===== src/rtl/harbinger_pkg.sv =====
// Shared synth constants and type definitions for the harbinger voice engine.
// Holds the voice allocator FSM encoding and default widths.
package harbinger_pkg;

   localparam int NVOICE_DEFAULT     = 8;
   localparam int NOTE_W_DEFAULT     = 7;
   localparam int AGE_W_DEFAULT      = 8;
   localparam int REL_CYCLES_DEFAULT = 24000;

   typedef enum logic [1:0] {
      IDLE  = 2'd0,
      SCAN  = 2'd1,
      APPLY = 2'd2
   } alloc_state_e;

endpackage


===== src/rtl/voice_slot.sv =====
// One polyphonic voice: gate, assigned note, age and release countdown.
// A note-on load wins over a note-off, a release decrement and an age increment.
module voice_slot
   import harbinger_pkg::*;
#(
   parameter int NOTE_W     = NOTE_W_DEFAULT,
   parameter int AGE_W      = AGE_W_DEFAULT,
   parameter int REL_CYCLES = REL_CYCLES_DEFAULT
) (
   input  logic              clk24,
   input  logic              rst,
   input  logic              on_load,
   input  logic              off_load,
   input  logic              age_inc,
   input  logic [NOTE_W-1:0] note_in,
   output logic              gate,
   output logic [NOTE_W-1:0] note,
   output logic [AGE_W-1:0]  age,
   output logic              busy,
   output logic              releasing
);

   localparam int REL_W = $clog2(REL_CYCLES + 1);
   localparam logic [REL_W-1:0] REL_LOAD = REL_W'(REL_CYCLES);
   localparam logic [AGE_W-1:0] AGE_MAX  = '1;

   logic [REL_W-1:0] rel_cnt;

   always_ff @(posedge clk24) begin
      if (rst) begin
         gate    <= 1'b0;
         note    <= '0;
         age     <= '0;
         rel_cnt <= '0;
      end else if (on_load) begin
         gate    <= 1'b1;
         note    <= note_in;
         age     <= '0;
         rel_cnt <= '0;
      end else begin
         if (off_load) begin
            gate    <= 1'b0;
            rel_cnt <= REL_LOAD;
         end else if (rel_cnt != '0) begin
            rel_cnt <= rel_cnt - 1'b1;
         end
         if (age_inc && (age != AGE_MAX)) begin
            age <= age + 1'b1;
         end
      end
   end

   assign busy      = gate | (rel_cnt != '0);
   assign releasing = ~gate & (rel_cnt != '0);

endmodule


===== src/rtl/voice_alloc.sv =====
// Polyphonic voice allocator: accepts note events, scans every voice once,
// then applies the note-on/note-off to the chosen voice in a single cycle.
module voice_alloc
   import harbinger_pkg::*;
#(
   parameter int NVOICE     = NVOICE_DEFAULT,
   parameter int NOTE_W     = NOTE_W_DEFAULT,
   parameter int REL_CYCLES = REL_CYCLES_DEFAULT,
   parameter int AGE_W      = AGE_W_DEFAULT
) (
   input  logic                     clk24,
   input  logic                     rst,
   input  logic                     ev_valid,
   output logic                     ev_ready,
   input  logic                     ev_on,
   input  logic [NOTE_W-1:0]        ev_note,
   output logic [NVOICE-1:0]        voice_trig,
   output logic [NVOICE-1:0]        voice_gate,
   output logic [NVOICE*NOTE_W-1:0] voice_note,
   output logic [NVOICE-1:0]        voice_busy,
   output logic                     steal
);

   localparam int IDX_W = $clog2(NVOICE);
   localparam logic [IDX_W-1:0] LAST_IDX = IDX_W'(NVOICE - 1);

   alloc_state_e state, state_next;

   logic              ev_on_q;
   logic [NOTE_W-1:0] ev_note_q;
   logic [IDX_W-1:0]  scan_idx;

   logic              match_found, free_found, rel_found, old_found;
   logic [IDX_W-1:0]  match_idx, free_idx, rel_idx, old_idx;
   logic [AGE_W-1:0]  old_age;

   logic [NVOICE-1:0] slot_gate, slot_busy, slot_rel;
   logic [NVOICE-1:0] on_load, off_load, age_inc;
   logic [NOTE_W-1:0] slot_note [NVOICE];
   logic [AGE_W-1:0]  slot_age  [NVOICE];

   logic              cur_gate, cur_busy, cur_rel;
   logic [NOTE_W-1:0] cur_note;
   logic [AGE_W-1:0]  cur_age;

   logic              accept;
   logic              do_on, do_off, stealing;
   logic [IDX_W-1:0]  target;

   assign accept = ev_valid & ev_ready;

   always_ff @(posedge clk24) begin
      if (rst) begin
         state <= IDLE;
      end else begin
         state <= state_next;
      end
   end

   always_comb begin
      state_next = state;
      case (state)
         IDLE:    if (accept) state_next = SCAN;
         SCAN:    if (scan_idx == LAST_IDX) state_next = APPLY;
         APPLY:   state_next = IDLE;
         default: state_next = IDLE;
      endcase
   end

   assign cur_gate = slot_gate[scan_idx];
   assign cur_busy = slot_busy[scan_idx];
   assign cur_rel  = slot_rel[scan_idx];
   assign cur_note = slot_note[scan_idx];
   assign cur_age  = slot_age[scan_idx];

   // Candidates keep the first hit in index order; the oldest only moves on a
   // strictly greater age so ties resolve to the lowest index.
   always_ff @(posedge clk24) begin
      if (rst) begin
         ev_ready    <= 1'b0;
         ev_on_q     <= 1'b0;
         ev_note_q   <= '0;
         scan_idx    <= '0;
         match_found <= 1'b0;
         free_found  <= 1'b0;
         rel_found   <= 1'b0;
         old_found   <= 1'b0;
         match_idx   <= '0;
         free_idx    <= '0;
         rel_idx     <= '0;
         old_idx     <= '0;
         old_age     <= '0;
      end else begin
         ev_ready <= (state_next == IDLE);
         case (state)
            IDLE: begin
               if (accept) begin
                  ev_on_q     <= ev_on;
                  ev_note_q   <= ev_note;
                  scan_idx    <= '0;
                  match_found <= 1'b0;
                  free_found  <= 1'b0;
                  rel_found   <= 1'b0;
                  old_found   <= 1'b0;
               end
            end
            SCAN: begin
               if (scan_idx != LAST_IDX) scan_idx <= scan_idx + 1'b1;
               if (!match_found && cur_gate && (cur_note == ev_note_q)) begin
                  match_found <= 1'b1;
                  match_idx   <= scan_idx;
               end
               if (!free_found && !cur_busy) begin
                  free_found <= 1'b1;
                  free_idx   <= scan_idx;
               end
               if (!rel_found && cur_rel) begin
                  rel_found <= 1'b1;
                  rel_idx   <= scan_idx;
               end
               if (cur_gate && (!old_found || (cur_age > old_age))) begin
                  old_found <= 1'b1;
                  old_idx   <= scan_idx;
                  old_age   <= cur_age;
               end
            end
            default: ;
         endcase
      end
   end

   always_comb begin
      target   = '0;
      do_on    = 1'b0;
      do_off   = 1'b0;
      stealing = 1'b0;
      if (state == APPLY) begin
         if (ev_on_q) begin
            do_on = 1'b1;
            if (match_found) begin
               target = match_idx;
            end else if (free_found) begin
               target = free_idx;
            end else if (rel_found) begin
               target = rel_idx;
            end else if (old_found) begin
               target   = old_idx;
               stealing = 1'b1;
            end else begin
               do_on = 1'b0;
            end
         end else if (match_found) begin
            do_off = 1'b1;
            target = match_idx;
         end
      end
   end

   for (genvar i = 0; i < NVOICE; i++) begin : g_slot
      assign on_load[i]  = do_on  && (target == IDX_W'(i));
      assign off_load[i] = do_off && (target == IDX_W'(i));
      assign age_inc[i]  = do_on  && slot_gate[i] && (target != IDX_W'(i));

      voice_slot #(
         .NOTE_W     (NOTE_W),
         .AGE_W      (AGE_W),
         .REL_CYCLES (REL_CYCLES)
      ) u_slot (
         .clk24     (clk24),
         .rst       (rst),
         .on_load   (on_load[i]),
         .off_load  (off_load[i]),
         .age_inc   (age_inc[i]),
         .note_in   (ev_note_q),
         .gate      (slot_gate[i]),
         .note      (slot_note[i]),
         .age       (slot_age[i]),
         .busy      (slot_busy[i]),
         .releasing (slot_rel[i])
      );

      assign voice_note[i*NOTE_W +: NOTE_W] = slot_note[i];
   end

   assign voice_trig = on_load;
   assign voice_gate = slot_gate;
   assign voice_busy = slot_busy;
   assign steal      = stealing;

endmodule


===== config.mk =====
export PLATFORM = sky130hd
export DESIGN_NAME = voice_alloc
export DESIGN_NICKNAME = d
export VERILOG_FILES = /design/src/rtl/harbinger_pkg.sv /design/src/rtl/voice_slot.sv /design/src/rtl/voice_alloc.sv
export SDC_FILE = /design/constraint.sdc
export NUM_CORES = 1
export LEC_CHECK = 0
export CORE_MARGIN = 2
export CORE_UTILIZATION = 54
export CTS_CLUSTER_DIAMETER = 50
export DETAILED_ROUTE_END_ITERATION = 6
export PLACE_DENSITY = 0.86
export SLEW_MARGIN = 20
export SYNTH_ARGS = -nofsm -noshare
export SYNTH_HDL_FRONTEND = slang
export SYNTH_SLANG_ARGS = --single-unit

===== constraint.sdc =====
create_clock -name clk24 -period 3.9 [get_ports clk24]
set_input_delay 0.78 -clock clk24 [delete_from_list [all_inputs] [get_ports clk24]]
set_output_delay 0.78 -clock clk24 [all_outputs]
set_load 0.01 [all_outputs]

==> flow_summary.toml, run 1 <==
[status]
status = "finished, final reports clean"

[grt]
antenna_found_initial = 0
grt_pass1_vias = 11760
grt_pass1_wl_mm = 59.22
grt_usage_pct = 27.09
grt_max_degree = 71
grt_overflow = 0

[clock_tree]
worstSkewPairLatency_ps = 510
postCtsHoldBufs = 0
cts_tree = "built"
path_clk_slew_ps = 60
max-clock-path-buffers = 3
cts-buffers-inserted = 35
clock-sinks = 286
cts-root-buf = "clkbuf_16"
h-tree-depth = 2
post_cts_buffers = 0

[synth]
synthTopCellsByArea = "dfxtp_1 (41%), nor2_1 (5.7%), nand2_1 (5.0%), a21oi_1 (4.9%), xor2_1 (4.5%)"
synth-seq-cells = 286
ys.flop_type = "dfxtp_1"
synth_top_area_share_pct = 40.80
syn_area_um2 = 14030
async_flop_share_pct = 0
yosys_warnings = 0
synth-edff-count = 0
yosysUniqueCellTypes = 76
syn_area_per_cell_um2 = 8.717
synth.largest_area_cell = "dfxtp_1"
syn_nets = 1655
synth_seq_area_share_pct = 40.80
synthCells = 1610

[finish]
final_common_cell = "dfxtp_1"
finalNetCount = 1723
antenna_cells = 0
instances_no_fill = 2037
final_cell_mix = "dfxtp_1 (282), nor2_1 (213), nand2_1 (187)"
design_area_um2 = 16290
drive_above_1_share_pct = 8.578
syn_to_final_growth_pct = 16.06

[floorplanning]
initial_core_util_pct = 54.48
core_area_um2 = 25760
ios = 93
rows = 59
fp.dieW_um = 165.2
die-area_um2 = 27300
die_h_um = 165.2

[routing]
drc = 0
via_count = 12300
wire_per_inst_um = 18.46
routed_wl_mm = 37.61
viasPerCell = 6.036
drt_iter0_drc = 994
detail-route-antenna-nets = 0
dr.pass1.iters = 5

[pwr]
internal_power_mw = 6.575
pwr-share-seq_pct = 38.3
peakVddDrop_uv = 588.7
p_per_area_nw_per_um2 = 599.1
netSwitchingFraction_pct = 32.62
power.share.combinational_pct = 28.7
p_sw_mw = 3.184
leakagePower_nw = 5.902
pwr-share-clk_pct = 33.0

[worst_hold_path]
hp-start = "g_slot[1].u_slot.rel_cnt[9]"
min_path_cells = 2
worstHoldEndpoint = "g_slot[1].u_slot.rel_cnt[9]"
hold_path_class = "reg -> reg"

[sta]
final.min_clock_period_ps = 3778
worst_clock_skew_ps = 16.25
fmax_mhz = 264.7
relSlewSlack_pct = 31.17
finalHoldViolations = 0
setup_viol = 0
finalSetupTns_ps = 0
rsz0062_at_grt = "no"
drv_slew = 0
period_share_pct = 96.88
worst_slack_ps = 121.6
tightestPinTransition_ps = 1023

[placement]
dp.cells = 1976
place_area_um2 = 15110
hpwlAfterDp_mm = 25.87
gp_congestion = 0.8801
pre_cts_slack_ps = 437.7
port_buffers = 92

[worst_setup_path]
critPathMaxFanout = 8
regToRegEndpoint = "old_age[6]"
setup.worst_path.class = "reg -> out"
critPathLaunchType = "flop"
r2r_cells = 11
r2r_slack_ps = 370
cp.arrival_ps = 3000
endpoint_kind = "output port"
cp.required_ps = 3120
reg2reg_from = "scan_idx[1]"

[job]
max_cap_viol_count = 0
[cells in the mapped netlist, types with 23 or more instances]
master	count
a21oi_1	137
buf_2	26
buf_4	24
clkbuf_1	30
dfxtp_1	286
ha_1	34
inv_1	35
mux2i_1	61
mux4_2	23
nand2_1	187
nand2b_1	26
nand3_1	33
nand4_1	41
nor2_1	214
nor3_1	36
nor4_1	34
xnor2_1	71
xor2_1	72
[power groups by stage]
stage	sequential [mW]	combinational, mW	clock (mW)
3_3_place_gp	3.75	2.61	0
4_1_cts	3.73	2.79	3.25
3_5_place_dp	3.78	2.75	0
5_1_grt	3.79	3.12	3.38
6_report	3.74	2.80	3.22
2_1_floorplan	3.67	2.27	0
[per-stage QoR]
stage | power (mW) | utilization (%) | hold WS, ps
after floorplan | 5.940 | - | 436.0
after global placement | 6.367 | 58.67 | 445.0
after detailed placement | 6.527 | 58.67 | 465.5
after CTS | 9.773 | 63.17 | 475.8
after global routing | 10.29 | 63.22 | 500.5
final | 9.759 | 63.22 | 472.9
[state kept, by name (all words and copies together) (netlist names), 2 cells and up]
signal                 cells
g_slot.u_slot.age         64
scan_idx                   3
free_idx                   3
state                      2
old_idx                    3
g_slot.u_slot.gate         8
match_idx                  3
g_slot.u_slot.rel_cnt    120
g_slot.u_slot.note        56
rel_idx                    3
old_age                    8
ev_note_q                  7
[per-layer routing]
layer,GRT usage [%],vias up,share of wire [%]
met5,0,-,0
met4,12.13,0,4.1
met3,4.995,125,8.1
met2,46.02,568,48
met1,33.50,5877,40
li1,-,5725,-
[worst max path at each step]
| stage | from | end | cells after the start |
|---|---|---|---|
| finish | old_found | voice_trig[7] | 6 |
| global route | old_found | voice_trig[7] | 6 |
| global placement | rel_found | voice_trig[1] | 7 |
| CTS | old_found | voice_trig[1] | 6 |
| detailed placement | rel_found | voice_trig[1] | 7 |
| floorplan | scan_idx[1] | old_age[1] | 16 |
[area by class of cell]
cell class | instances | area [um^2]
clock buffer | 47 | 1003
clock inverter | 14 | 153.9
fill | 2032 | 9475
inverter | 41 | 156.4
multi-input combinational | 1196 | 7709
sequential | 286 | 5731
tap | 335 | 419.2
timing repair buffer | 118 | 1116
[worst max-delay path, cell delays in order (launching register included)]
cell	delay [ps]
dfxtp_1	400
or4_1	610
and3_1	320
and2_1	280
nand2_1	110
clkinv_1	220
clkdlybuf4s50_1	560
[timing repair]
item	in CTS	in global routing
pin swaps	0	0
gates resized for setup	2	3
setup endpoints to repair	1	2
[kinds of logic after synthesis]
| logic type | synth area share (%) |
|---|---|
| compound gates | 10.56 |
| xor+xnor | 8.924 |
| fa+ha+maj | 3.031 |
| buf+inv | 4.368 |
| flops | 40.80 |
| mux | 8.282 |
| simple gates | 24.04 |
(Power assumes the default switching activity.)
==> inputs of run 2 (changes only) <==
HOLD_SLACK_MARGIN = 0.1   (was not set)
==> results of run 2 <==
Final layout, timing and power as in run 1 (identical DEF).
==> inputs of run 3 (changes only) <==
CTS_CLUSTER_SIZE = 16   (was not set)
==> run 3 against run 2 <==
Count of clock-buffer cells in the layout fell by 14. Utilization fell by 0.62 points. Non-clock buffer count did not move. Fmax fell by 0.74%. First-iteration DRC count fell by 12%. Routed wire length fell by 2.8%. Clock skew rose by 18 ps. Die area did not move. Register-to-register slack improved by 100 ps. Critical path type unchanged. Largest power group unchanged.
==> flow_summary.toml, run 3 (synthesis results as in run 1) <==
[status]
status = "finished, final reports clean"

[finish]
syn_to_final_growth_pct = 14.92
fillers = 2072
seqCellArea_um2 = 5731
finalCoreUtilization_pct = 62.60
final_common_cell = "dfxtp_1"
finalNetCount = 1718
largest-register = "g_slot.u_slot.rel_cnt"
largest_register_ffs = 120
drive_above_1_share_pct = 8.550
largestRegisters = "g_slot.u_slot.rel_cnt x120, g_slot.u_slot.age x64, g_slot.u_slot.note x56"
antenna_cells = 0
final_cell_mix = "dfxtp_1 (282), nor2_1 (213), nand2_1 (187)"
instances_no_fill = 2031
multiInputGateArea_um2 = 7700

[routing]
wire_per_inst_um = 18.00
routed_wl_mm = 36.56
dr.pass1.iters = 6
detail-route-antenna-nets = 0
drc = 0
viasPerCell = 5.992
drt_iter0_drc = 878
via_count = 12170

[pwr]
peakVddDrop_uv = 521.0
leakagePower_nw = 5.818
pwr-share-clk_pct = 30.8
p_total_mw = 9.412
internal_power_mw = 6.177
p_sw_mw = 3.235
power.share.combinational_pct = 29.6
p_per_area_nw_per_um2 = 583.6
pwr-share-seq_pct = 39.6
netSwitchingFraction_pct = 34.37

[worst_setup_path]
cp_num_buf_inv = 2
critPathLaunchType = "flop"
cp.depth = 6
setup.worst_path.class = "reg -> out"
r2r_slack_ps = 470
crit_start = "old_found"
critPathMaxStageDelay_ps = 570
r2r_cells = 11
endpoint_kind = "output port"
path_cells = "or4_1, and3_1, and2_1, nand2_1, clkinv_1, clkdlybuf4s50_1"
critPathMaxFanout = 8
cp.required_ps = 3120
critPathTopFamily = "simple AND/OR/NAND/NOR gates"
critPathSlowestCell = "or4_1"
cp.arrival_ps = 3030
reg2reg_from = "scan_idx[1]"

[placement]
hpwlAfterDp_mm = 25.87
gp_congestion = 0.8801
pre_cts_slack_ps = 437.7
port_buffers = 92
dp.cells = 1976

[floorplanning]
die-area_um2 = 27300
ios = 93
rows = 59
initial_core_util_pct = 54.48
core_area_um2 = 25760
fp.dieW_um = 165.2
die_h_um = 165.2

[job]
max_cap_viol_count = 0

[sta]
finalSetupTns_ps = 0
worst_slack_ps = 93.52
tightestPinTransition_ps = 998.7
relSlewSlack_pct = 32.81
rsz0062_at_grt = "no"
fmax_mhz = 262.7
period_share_pct = 97.60
worst_clock_skew_ps = 34.64
setup_viol = 0
finalHoldViolations = 0
final.min_clock_period_ps = 3806
drv_slew = 0

[clock_tree]
max-clock-path-buffers = 3
post_cts_buffers = 0
cts_tree = "built"
postCtsHoldBufs = 0
cts-buffers-inserted = 30
h-tree-depth = 1
cts_resized = 3
cts-root-buf = "clkbuf_16"
path_clk_slew_ps = 70
worstSkewPairLatency_ps = 590
clock-sinks = 286

[worst_hold_path]
hp-start = "g_slot[2].u_slot.note[3]"
min_path_cells = 2
hold_path_class = "reg -> reg"

[grt]
grt_overflow = 0
antenna_found_initial = 0
grt_usage_pct = 26.52
grt_max_degree = 71
grt_pass1_vias = 11560
grt_pass1_wl_mm = 58.18
-- run 3: area by class of cell --
class,count,share of cell area [%]
multi-input cells,1196,47.74
clock inverters,22,1.474
flip-flops and latches,286,35.53
repair buffers,118,6.897
well taps,335,2.599
inverters,41,0.9697
clock buffers,33,4.787
-- run 3: per-layer routing --
| layer | global-route usage, % | vias up | wire length, um |
|---|---|---|---|
| li1 | - | 5729 | - |
| met1 | 32.80 | 5808 | 14710 |
| met2 | 44.36 | 514 | 17420 |
| met3 | 5.245 | 118 | 2833 |
| met4 | 12.81 | 0 | 1599 |
| met5 | 0 | - | 0 |
-- run 3: final timing paths --
kind                                                 end
worst min register to register  g_slot[2].u_slot.note[3]
worst min-delay path            g_slot[2].u_slot.note[3]
worst max register to register                old_age[6]
worst max-delay path                       voice_trig[7]
-- run 3: per-stage QoR --
step | instance area (um^2) | hold slack, ps
after floorplan | 14030 | 436.0
after global placement | 15110 | 445.0
after detailed placement | 15110 | 465.5
after CTS | 16130 | 476.5
after global routing | 16130 | 501.6
final | 16130 | 472.3
-- run 3: power groups by stage --
stage,Clock [mW],Sequential (mW),Combinational (mW)
floorplan,0,3.67,2.27
global placement,0,3.75,2.61
detailed placement,0,3.78,2.75
CTS,2.92,3.72,2.79
global route,3.05,3.79,3.12
finish,2.90,3.73,2.79
-- run 3: worst register-to-register path, delay by kind of cell (launching register included) --
kind	cells	cell delay, ps
AO/OA/AOI/OAI	5	1220
multiplexers	1	600
adder cells (fa/ha/maj)	1	290
flip-flops	1	790
AND/OR/NAND/NOR	4	490
